[src/rtl/encoder_4to2_seq.sv]
// Sequential 4-to-2 encoder: serialises a multi-hot request
// vector into 2-bit codes, highest index first, over valid/ready.
module encoder_4to2_seq (
   input  logic       clk,
   input  logic       rst_n,
   input  logic [3:0] d,
   input  logic       load,
   output logic [1:0] i,
   output logic       valid,
   input  logic       ready,
   output logic       last,
   output logic       busy,
   output logic       none,
   output logic       ovf
);

   typedef enum logic {
      S_IDLE,
      S_EMIT
   } state_t;

   state_t     r_state;
   state_t     w_nxt_state;
   logic [3:0] r_pend;
   logic [3:0] w_nxt_pend;
   logic [3:0] w_clr;
   logic [1:0] r_i;
   logic       r_valid;
   logic       r_last;
   logic       r_none;
   logic       r_ovf;
   logic       w_take;
   logic       w_none;
   logic       w_ovf;

   function automatic logic [1:0] f_top(input logic [3:0] p);
      if (p[3])      return 2'd3;
      else if (p[2]) return 2'd2;
      else if (p[1]) return 2'd1;
      else           return 2'd0;
   endfunction

   function automatic logic f_one(input logic [3:0] p);
      return (p != 4'd0) && ((p & (p - 4'd1)) == 4'd0);
   endfunction

   // Next pending mask, next state and the pulse conditions.
   always_comb begin
      w_nxt_state = r_state;
      w_nxt_pend  = r_pend;
      w_take      = 1'b0;
      w_none      = 1'b0;
      w_ovf       = 1'b0;
      w_clr       = 4'b0001 << r_i;
      unique case (r_state)
         S_IDLE: begin
            w_take = load;
         end
         S_EMIT: begin
            if (ready && r_last) begin
               w_nxt_pend  = 4'd0;
               w_nxt_state = S_IDLE;
               w_take      = load;
            end else begin
               if (ready)
                  w_nxt_pend = r_pend & ~w_clr;
               w_ovf = load;
            end
         end
         default: begin
            w_nxt_state = S_IDLE;
         end
      endcase
      if (w_take) begin
         if (d != 4'd0) begin
            w_nxt_pend  = d;
            w_nxt_state = S_EMIT;
         end else begin
            w_none = 1'b1;
         end
      end
   end

   // State, mask and all outputs registered from the next mask.
   always_ff @(posedge clk) begin
      if (!rst_n) begin
         r_state <= S_IDLE;
         r_pend  <= 4'd0;
         r_i     <= 2'd0;
         r_valid <= 1'b0;
         r_last  <= 1'b0;
         r_none  <= 1'b0;
         r_ovf   <= 1'b0;
      end else begin
         r_state <= w_nxt_state;
         r_pend  <= w_nxt_pend;
         r_i     <= f_top(w_nxt_pend);
         r_valid <= (w_nxt_state == S_EMIT);
         r_last  <= f_one(w_nxt_pend);
         r_none  <= w_none;
         r_ovf   <= w_ovf;
      end
   end

   assign i     = r_i;
   assign valid = r_valid;
   assign last  = r_last;
   assign busy  = r_valid;
   assign none  = r_none;
   assign ovf   = r_ovf;

endmodule

[config.mk]
export PLATFORM = sky130hd
export DESIGN_NAME = encoder_4to2_seq
export DESIGN_NICKNAME = d
export VERILOG_FILES = /design/src/rtl/encoder_4to2_seq.sv
export SDC_FILE = /design/constraint.sdc
export NUM_CORES = 1
export LEC_CHECK = 0
export BUFFER_PORTS_ARGS = -buffer_cell sky130_fd_sc_hd__buf_2
export CAP_MARGIN = 20
export CELL_PAD_IN_SITES_DETAIL_PLACEMENT = 1
export CELL_PAD_IN_SITES_GLOBAL_PLACEMENT = 1
export CORE_MARGIN = 2
export CORE_UTILIZATION = 37
export CTS_CLUSTER_DIAMETER = 100
export DETAILED_ROUTE_END_ITERATION = 8
export PLACE_DENSITY_LB_ADDON = 0.08
export SLEW_MARGIN = 15
export SYNTH_ARGS = -nofsm -noshare
export SYNTH_HDL_FRONTEND = slang
export SYNTH_SLANG_ARGS = --single-unit
[constraint.sdc]
create_clock -name clk -period 4.35 [get_ports clk]
set_input_delay 0.87 -clock clk [delete_from_list [all_inputs] [get_ports clk]]
set_output_delay 0.87 -clock clk [all_outputs]
set_load 0.1 [all_outputs]
==> results of run 1 <==
==> worst max-delay path, cell delays in order <==
cell and delay [ps]:
buf_2 110, or4_4 550, nand3_2 140, a32o_2 230
nand2b_1 80, a221oi_2 240, a31o_1 130
==> cells in the mapped netlist, drive strengths merged <==
cell type and n:
nor2 7, xnor2 1, dfxtp 10, or4 1, and2 6, inv 2
nor3 1, a221oi 1, a32oi 1, a31o 1, o21ai 4, nand3 1
nand2b 2, buf 1, a21bo 1, nand2 1, nor2b 2, a21o 2
a21boi 1, a32o 2, a21oi 1, and3 1, a22o 1, o21a 1
==> how the worst min path moves through the flow <==
stage                                     from                    to  cells after the start
after CTS                 r_pend[1]$_SDFF_PN0_  r_pend[1]$_SDFF_PN0_                      2
final                     r_pend[1]$_SDFF_PN0_  r_pend[1]$_SDFF_PN0_                      2
after global routing      r_pend[1]$_SDFF_PN0_  r_pend[1]$_SDFF_PN0_                      2
after global placement    r_pend[1]$_SDFF_PN0_  r_pend[1]$_SDFF_PN0_                      2
after detailed placement  r_pend[1]$_SDFF_PN0_  r_pend[1]$_SDFF_PN0_                      2
after floorplan           r_pend[1]$_SDFF_PN0_  r_pend[1]$_SDFF_PN0_                      2
==> metrics by stage <==
step	area [µm²]	hold WS [ps]	cells	total power, mW	setup slack (ps)
CTS	583	649	82	0.252	2200
global route	583	680	82	0.265	2160
global placement	561	612	79	0.190	1940
floorplan	480	542	52	0.175	2090
finish	583	651	82	0.250	2200
detailed placement	561	637	79	0.191	1920
==> per-layer routing <==
layer / routed length, µm / track usage / part of all wire / up-vias
li1: - / - / - / 219
met1: 483 / 0.202 / 0.43 / 193
met2: 527 / 0.298 / 0.47 / 18
met3: 77 / 0.0333 / 0.068 / 4
met4: 40 / 0.155 / 0.035 / 0
met5: 0 / 0 / 0 / -
==> final cells by class <==
class                           instances  area [µm²]
Tap cell                               14        17.5
Inverter                                2        7.51
Sequential cell                        10         200
Timing Repair Buffer                   14        70.1
Fill cell                             152         573
Clock buffer                            3        22.5
Multi-Input combinational cell         39         265
==> power by group through the flow <==
stage	clock network, mW	logic, mW	registers [mW]
finish	0.0611	0.0835	0.105
global route	0.0689	0.0895	0.106
CTS	0.0626	0.0843	0.105
detailed placement	0	0.0841	0.107
global placement	0	0.0832	0.107
floorplan	0	0.0349	0.140
==> sequential cells by signal, summed over array words and instances (netlist names) <==
| register | cells |
|---|---|
| none | 1 |
| i | 2 |
| ovf | 1 |
| busy | 1 |
| r_pend | 4 |
| last | 1 |
==> kinds of logic after synthesis <==
logic type	Yosys count
flops	10
xor+xnor	1
buf+inv	3
compound gates	16
simple gates	22
==> impl_metrics.toml, run 1 <==
[clocking]
clkSinkCount = 10
cts_hold_buf = 0
htree_num_levels = 1
numCtsBuffers = 3
cts_setup_buffers = 0
root_buffer = "clkbuf_4"
clock_latency_ps = 260
post_cts_resized = 0
tritoncts = "yes"
clkTransAtPathRegs_ps = 60
clock_path_buffers = 2

[place]
gp_congestion = 0.859
port_buffers = 14
dp_hpwl_um = 908

[power_and_ir_drop]
internal_power_mw = 0.153
switchingPower_mw = 0.0967
leakagePower_nw = 0.281
power_per_cell_area_nw_per_um2 = 428
pwr-share-clk = 0.245
irDropWorstVdd_mv = 0.262
p_seq_frac = 0.420
combPwrFrac = 0.335
netSwitchingFraction = 0.387

[setup_path]
crit_required_ps = 4560
end_kind = "register"
critPathLaunchType = "primary input"
critPathArrivalTime_ps = 2360
ff2ff_setup_slack_ps = 2670
crit_end = "last$_SDFF_PN0_"
cp_max_fo = 5
r2r-start = "busy$_SDFF_PN0_"
r2r_cells = 6
criticalPathCategory = "primary input to register"
setup.worst_path.start = "d[0]"
r2r-end = "last$_SDFF_PN0_"

[die]
num_io_pins = 15
core_um2 = 1160
die_y_um = 40.0
start_util = 0.416
die_x_um = 40.0
row_count = 12
fp.dieArea_um2 = 1600

[route]
wire_per_inst_um = 13.8
wirelength_mm = 1.13
drt_iter0_markers = 3
ant_nets = 0
avgViaCountPerCell = 5.29
drtPass1Iterations = 4
dr_total_vias = 434
post-route-drc-count = 0

[final_layout]
syn_to_final_growth_pct = 21.4
antennaDiodeCount = 0
finalNetCount = 78
final_util = 0.504
final_common_cell = "buf_2"
layout_common_cells = "buf_2 (14), dfxtp_1 (10), nor2_1 (7)"
drive_gt1_frac = 0.368

[yosys]
synth_top_family_by_area = "compound AO/OA/AOI/OAI gates"
synth-seq-cells = 10
synth.distinct_cells = 26
yosysSeqAreaShare = 0.417
yosysWarnings = 0
synth_area_um2 = 480
synth_xor_area_frac = 0.0182
synth_compound_area_frac = 0.271
yosys.area_share.simple = 0.263
muxShareOfSynthArea = 0
syn-instance-count = 52
synth_fp_nets = 60
syn_area_per_cell_um2 = 9.24
synthAdderAreaFrac = 0
netlist.area_leader.share = 0.417
yosys.area.top_type = "dfxtp_1"
synth_area_leaders = "dfxtp_1 (42%), nor2_1 (5.5%), and2_1 (5.2%)"

[global_route]
track_usage = 0.183
gr-total-overflow = 0
grt_pass1_vias = 414
grt_max_degree = 9
grt_pass1_wl_mm = 1.79
antenna_found_initial = 0

[worst_hold_path]
hold_class = "register to register"

[timing]
rsz0062_at_grt = "no"
tns_ps = 0
fin_skew_ps = 0.592
timing.fmax_ghz = 0.465
period_share = 0.495
hold_viol = 0
period_needed_ps = 2150
setup_viol = 0
slew_headroom = 0.677
drv_slew = 0
worst_pin_slew_ps = 488

[outcome]
status = "finished, final reports clean"

[flow_run]
max_cap_violations = 0
No activity file was read; power rests on OpenSTA's default activity.
==> inputs of run 2 (changes only) <==
--- a/config.mk
+++ b/config.mk
@@ -10,7 +10,7 @@
 export CELL_PAD_IN_SITES_DETAIL_PLACEMENT = 1
 export CELL_PAD_IN_SITES_GLOBAL_PLACEMENT = 1
 export CORE_MARGIN = 2
-export CORE_UTILIZATION = 37
+export CORE_UTILIZATION = 31
 export CTS_CLUSTER_DIAMETER = 100
 export DETAILED_ROUTE_END_ITERATION = 8
 export PLACE_DENSITY_LB_ADDON = 0.08
==> constraint.sdc (replaced) <==
create_clock -name clk -period 1.9 [get_ports clk]
set_input_delay 0.38 -clock clk [delete_from_list [all_inputs] [get_ports clk]]
set_output_delay 0.38 -clock clk [all_outputs]
set_load 0.1 [all_outputs]
==> run 2 against run 1 <==
  * Sequential power up 130%
  * Worst hold slack worse by 250 ps
  * Cell count up 11%
  * Die area up 17%
  * Combinational power up 140%
  * Sequential share of layout area down 2.5 points
==> impl_metrics.toml, run 2 (synthesized netlist as in run 1, its figures left out) <==
[final_layout]
final_common_cell = "buf_2"
drive_gt1_frac = 0.480
regMostFlops = "r_pend"
syn_to_final_growth_pct = 35.7
layout_common_cells = "buf_2 (14), nor2_1 (7), dfxtp_1 (6), buf_4 (6)"
largest_reg_flops = 4
fin_area_um2 = 652
antennaDiodeCount = 0
finalNetCount = 84

[setup_path]
crit_family = "compound AO/OA/AOI/OAI gates"
criticalPathCategory = "register to register"
slowest_delay_ps = 360
crit_required_ps = 2110
critPathLaunchType = "register"
cp_max_fo = 5
path_buf_inv = 0
crit_chain = "a21bo_2, and2_1, a32o_2, nand2b_1, a221oi_2, a31o_1"
critPathArrivalTime_ps = 1880
end_kind = "register"
cpMaxStageDelayCell = "dfxtp_4"

[power_and_ir_drop]
power_per_cell_area_nw_per_um2 = 978
leakagePower_nw = 0.318
irDropWorstVdd_mv = 0.475
p_total_mw = 0.638

[place]
gp_congestion = 0.759
detailed_place.area_um2 = 616
pre_cts_ws_ps = -12.1
dp_hpwl_um = 947
port_buffers = 14

[timing]
rsz0062_at_grt = "no"
fin_skew_ps = 1.39
slew_headroom = 0.675
tns_ps = 0
hold_viol = 0
setup_viol = 0
timing.fmax_ghz = 0.599
period_share = 0.879
worst_pin_slew_ps = 491
period_needed_ps = 1670
whs_ps = 399
drv_slew = 0
setup_ws_ps = 230

[die]
die_y_um = 43.4
row_count = 14
die_x_um = 43.4
core_um2 = 1470
num_io_pins = 15
fp.dieArea_um2 = 1880
start_util = 0.327

[clocking]
clock_latency_ps = 270
clkSinkCount = 10
root_buffer = "clkbuf_4"
htree_num_levels = 1
clkTransAtPathRegs_ps = 70
tritoncts = "yes"
clock_path_buffers = 2
cts_setup_buffers = 0
post_cts_resized = 0
numCtsBuffers = 3
cts_hold_buf = 0

[route]
drt_iter0_markers = 6
dr_total_vias = 456
wire_per_inst_um = 12.7
avgViaCountPerCell = 5.01
wirelength_mm = 1.15
ant_nets = 0
drtPass1Iterations = 3
post-route-drc-count = 0

[global_route]
track_usage = 0.143
gr-total-overflow = 0
grt_max_degree = 9
grt_pass1_vias = 437
grt_pass1_wl_mm = 1.99
antenna_found_initial = 0

[flow_run]
max_cap_violations = 0

[worst_hold_path]
hold_class = "primary input to register"

[outcome]
status = "finished, final reports clean"
run 2: cell type report:
type,instances,area [µm²]
fill,195,820
sequential,10,208
tap,16,20.0
inverter,2,7.51
multi-input combinational,39,265
timing repair buffer,20,115
clock buffer,4,36.3
run 2: metrics by stage:
stage / instances / utilization
final: 91 / 0.443
after global routing: 91 / 0.443
after CTS: 91 / 0.443
after detailed placement: 87 / 0.418
after global placement: 87 / 0.418
after floorplan: 52 / -
run 2: path summary, 6_finish.rpt:
path | from | endpoint | slack (ps) | depth (start not counted)
setup / recovery | busy$_SDFF_PN0_ | last$_SDFF_PN0_ | 230 | 6
hold / removal | load | busy$_SDFF_PN0_ | 400 | 3
setup reg to reg | busy$_SDFF_PN0_ | last$_SDFF_PN0_ | 230 | 6
hold reg to reg | r_pend[2]$_SDFF_PN0_ | r_pend[2]$_SDFF_PN0_ | 660 | 2
run 2: tightest hold or removal path: stages:
cell and delay (ps):
buf_2 110, a21oi_1 70, nor2_1 70
run 2: power breakdown:
group	internal, mW	switching, mW
logic	0.0614	0.143
registers	0.228	0.0142
clock network	0.116	0.0753
total	0.406	0.232
run 2: metal layers:
layer,track usage,part of all wire
met5,0,0
met4,0.0545,0.016
met3,0.0250,0.056
met2,0.221,0.43
met1,0.201,0.49
==> inputs of run 3 (changes only) <==
--- a/config.mk
+++ b/config.mk
@@ -9,6 +9,7 @@
 export CAP_MARGIN = 20
 export CELL_PAD_IN_SITES_DETAIL_PLACEMENT = 1
 export CELL_PAD_IN_SITES_GLOBAL_PLACEMENT = 1
+export CORE_ASPECT_RATIO = 1.1
 export CORE_MARGIN = 2
 export CORE_UTILIZATION = 31
 export CTS_CLUSTER_DIAMETER = 100
==> run 3 against run 2 <==
  * Flip-flop and latch count stayed put
  * Cell count is 1.1% lower
  * Worst hold slack worse by 4.9 ps
  * Largest power group unchanged
==> impl_metrics.toml, run 3 (synthesized netlist as in run 1, its figures left out) <==
[timing]
setup_viol = 0
rsz0062_at_grt = "no"
worst_pin_slew_ps = 484
fin_skew_ps = 7.74
setup_ws_ps = 196
timing.fmax_ghz = 0.587
period_needed_ps = 1700
drv_slew = 0
tns_ps = 0
hold_viol = 0
period_share = 0.897
slew_headroom = 0.679

[die]
row_count = 14
core_um2 = 1400
die_y_um = 45.3
fp.dieArea_um2 = 1880
num_io_pins = 15
start_util = 0.343
die_x_um = 41.5

[global_route]
grt_max_degree = 9
grt_pass1_vias = 423
gr-total-overflow = 0
grt-busiest-layer = "met2"
met2_usage = 0.247
track_usage = 0.141
grt_use_met1 = 0.167
grtUsageMet3 = 0.0240
antenna_found_initial = 0
grt_pass1_wl_mm = 1.90

[setup_path]
critPathArrivalTime_ps = 1900
cp_max_fo = 5
crit_chain = "a21bo_2, and2_1, a32o_2, nand2b_1, a221oi_2, a31o_1"
criticalPathCategory = "register to register"
crit_required_ps = 2100
end_kind = "register"
path_buf_inv = 0
r2r_cells = 6
cpMaxStageDelayCell = "dfxtp_4"
cp.depth = 6
slowest_delay_ps = 360
crit_family = "compound AO/OA/AOI/OAI gates"
critPathLaunchType = "register"

[clocking]
clock_latency_ps = 260
cts_setup_buffers = 0
clkTransAtPathRegs_ps = 70
root_buffer = "clkbuf_4"
htree_num_levels = 1
tritoncts = "yes"
clkSinkCount = 10
cts_hold_buf = 0
post_cts_resized = 0
clock_path_buffers = 2
numCtsBuffers = 3

[final_layout]
fin_cells = 90
final_common_cell = "buf_2"
fin_area_um2 = 644
drive_gt1_frac = 0.473
largest_reg_flops = 4
regMostFlops = "r_pend"
antennaDiodeCount = 0
finalNetCount = 83
syn_to_final_growth_pct = 34.1
layout_common_cells = "buf_2 (14), nor2_1 (7), dfxtp_1 (6)"
num-fill-cells = 186

[worst_hold_path]
hold_class = "primary input to register"
min_delay_path_depth = 2

[place]
place_inst = 86
detailed_place.area_um2 = 608
port_buffers = 14
pre_cts_ws_ps = -35.3
gp_congestion = 0.774
dp_hpwl_mm = 1.01

[route]
wirelength_mm = 1.21
drt_iter0_markers = 8
dr_total_vias = 462
wire_per_inst_um = 13.5
post-route-drc-count = 0
drtPass1Iterations = 4
ant_nets = 0
avgViaCountPerCell = 5.13

[power_and_ir_drop]
pwr-share-clk = 0.298
combPwrFrac = 0.322
internal_power_mw = 0.405
irDropWorstVdd_mv = 0.410
leakagePower_nw = 0.314
netSwitchingFraction = 0.365
power_per_cell_area_nw_per_um2 = 989
switchingPower_mw = 0.233
p_seq_frac = 0.379

[flow_run]
max_cap_violations = 0

[outcome]
status = "finished, final reports clean"
run 3: cell count changes in the layout (fill, tap and decap cells not counted):
| cell | previous run | this run |
|---|---|---|
| buf_4 | 6 | 5 |
run 3: through the flow:
| stage | util | power, mW | hold slack, ps |
|---|---|---|---|
| floorplan | - | 0.402 | 497 |
| global placement | 0.434 | 0.451 | 659 |
| detailed placement | 0.434 | 0.453 | 658 |
| CTS | 0.460 | 0.644 | 391 |
| global route | 0.460 | 0.670 | 397 |
| finish | 0.460 | 0.638 | 394 |
run 3: final timing paths:
check	startpoint	slack (ps)	endpoint
hold reg to reg	r_pend[2]$_SDFF_PN0_	680	r_pend[2]$_SDFF_PN0_
setup / recovery	busy$_SDFF_PN0_	200	last$_SDFF_PN0_
hold / removal	load	390	ovf$_SDFF_PP0_
setup reg to reg	busy$_SDFF_PN0_	200	last$_SDFF_PN0_
run 3: power by group through the flow:
stage               Combinational (mW)  Sequential [mW]  Clock, mW
finish                           0.206            0.242      0.190
global route                     0.217            0.246      0.207
CTS                              0.207            0.242      0.194
detailed placement               0.206            0.247          0
global placement                 0.204            0.247          0
floorplan                       0.0795            0.322          0
run 3: layout make-up:
type,instances,area [µm²],area share
Timing Repair Buffer,19,108,0.167
Clock buffer,4,36.3,0.0563
Sequential cell,10,208,0.322
Tap cell,16,20.0,0.0311
Inverter,2,7.51,0.0117
Multi-Input combinational cell,39,265,0.412
run 3: per-layer routing:
metal,vias to the layer above,part of all wire
met2,16,0.48
met4,0,0.014
li1,230,-
met3,2,0.056
met5,-,0
met1,214,0.45
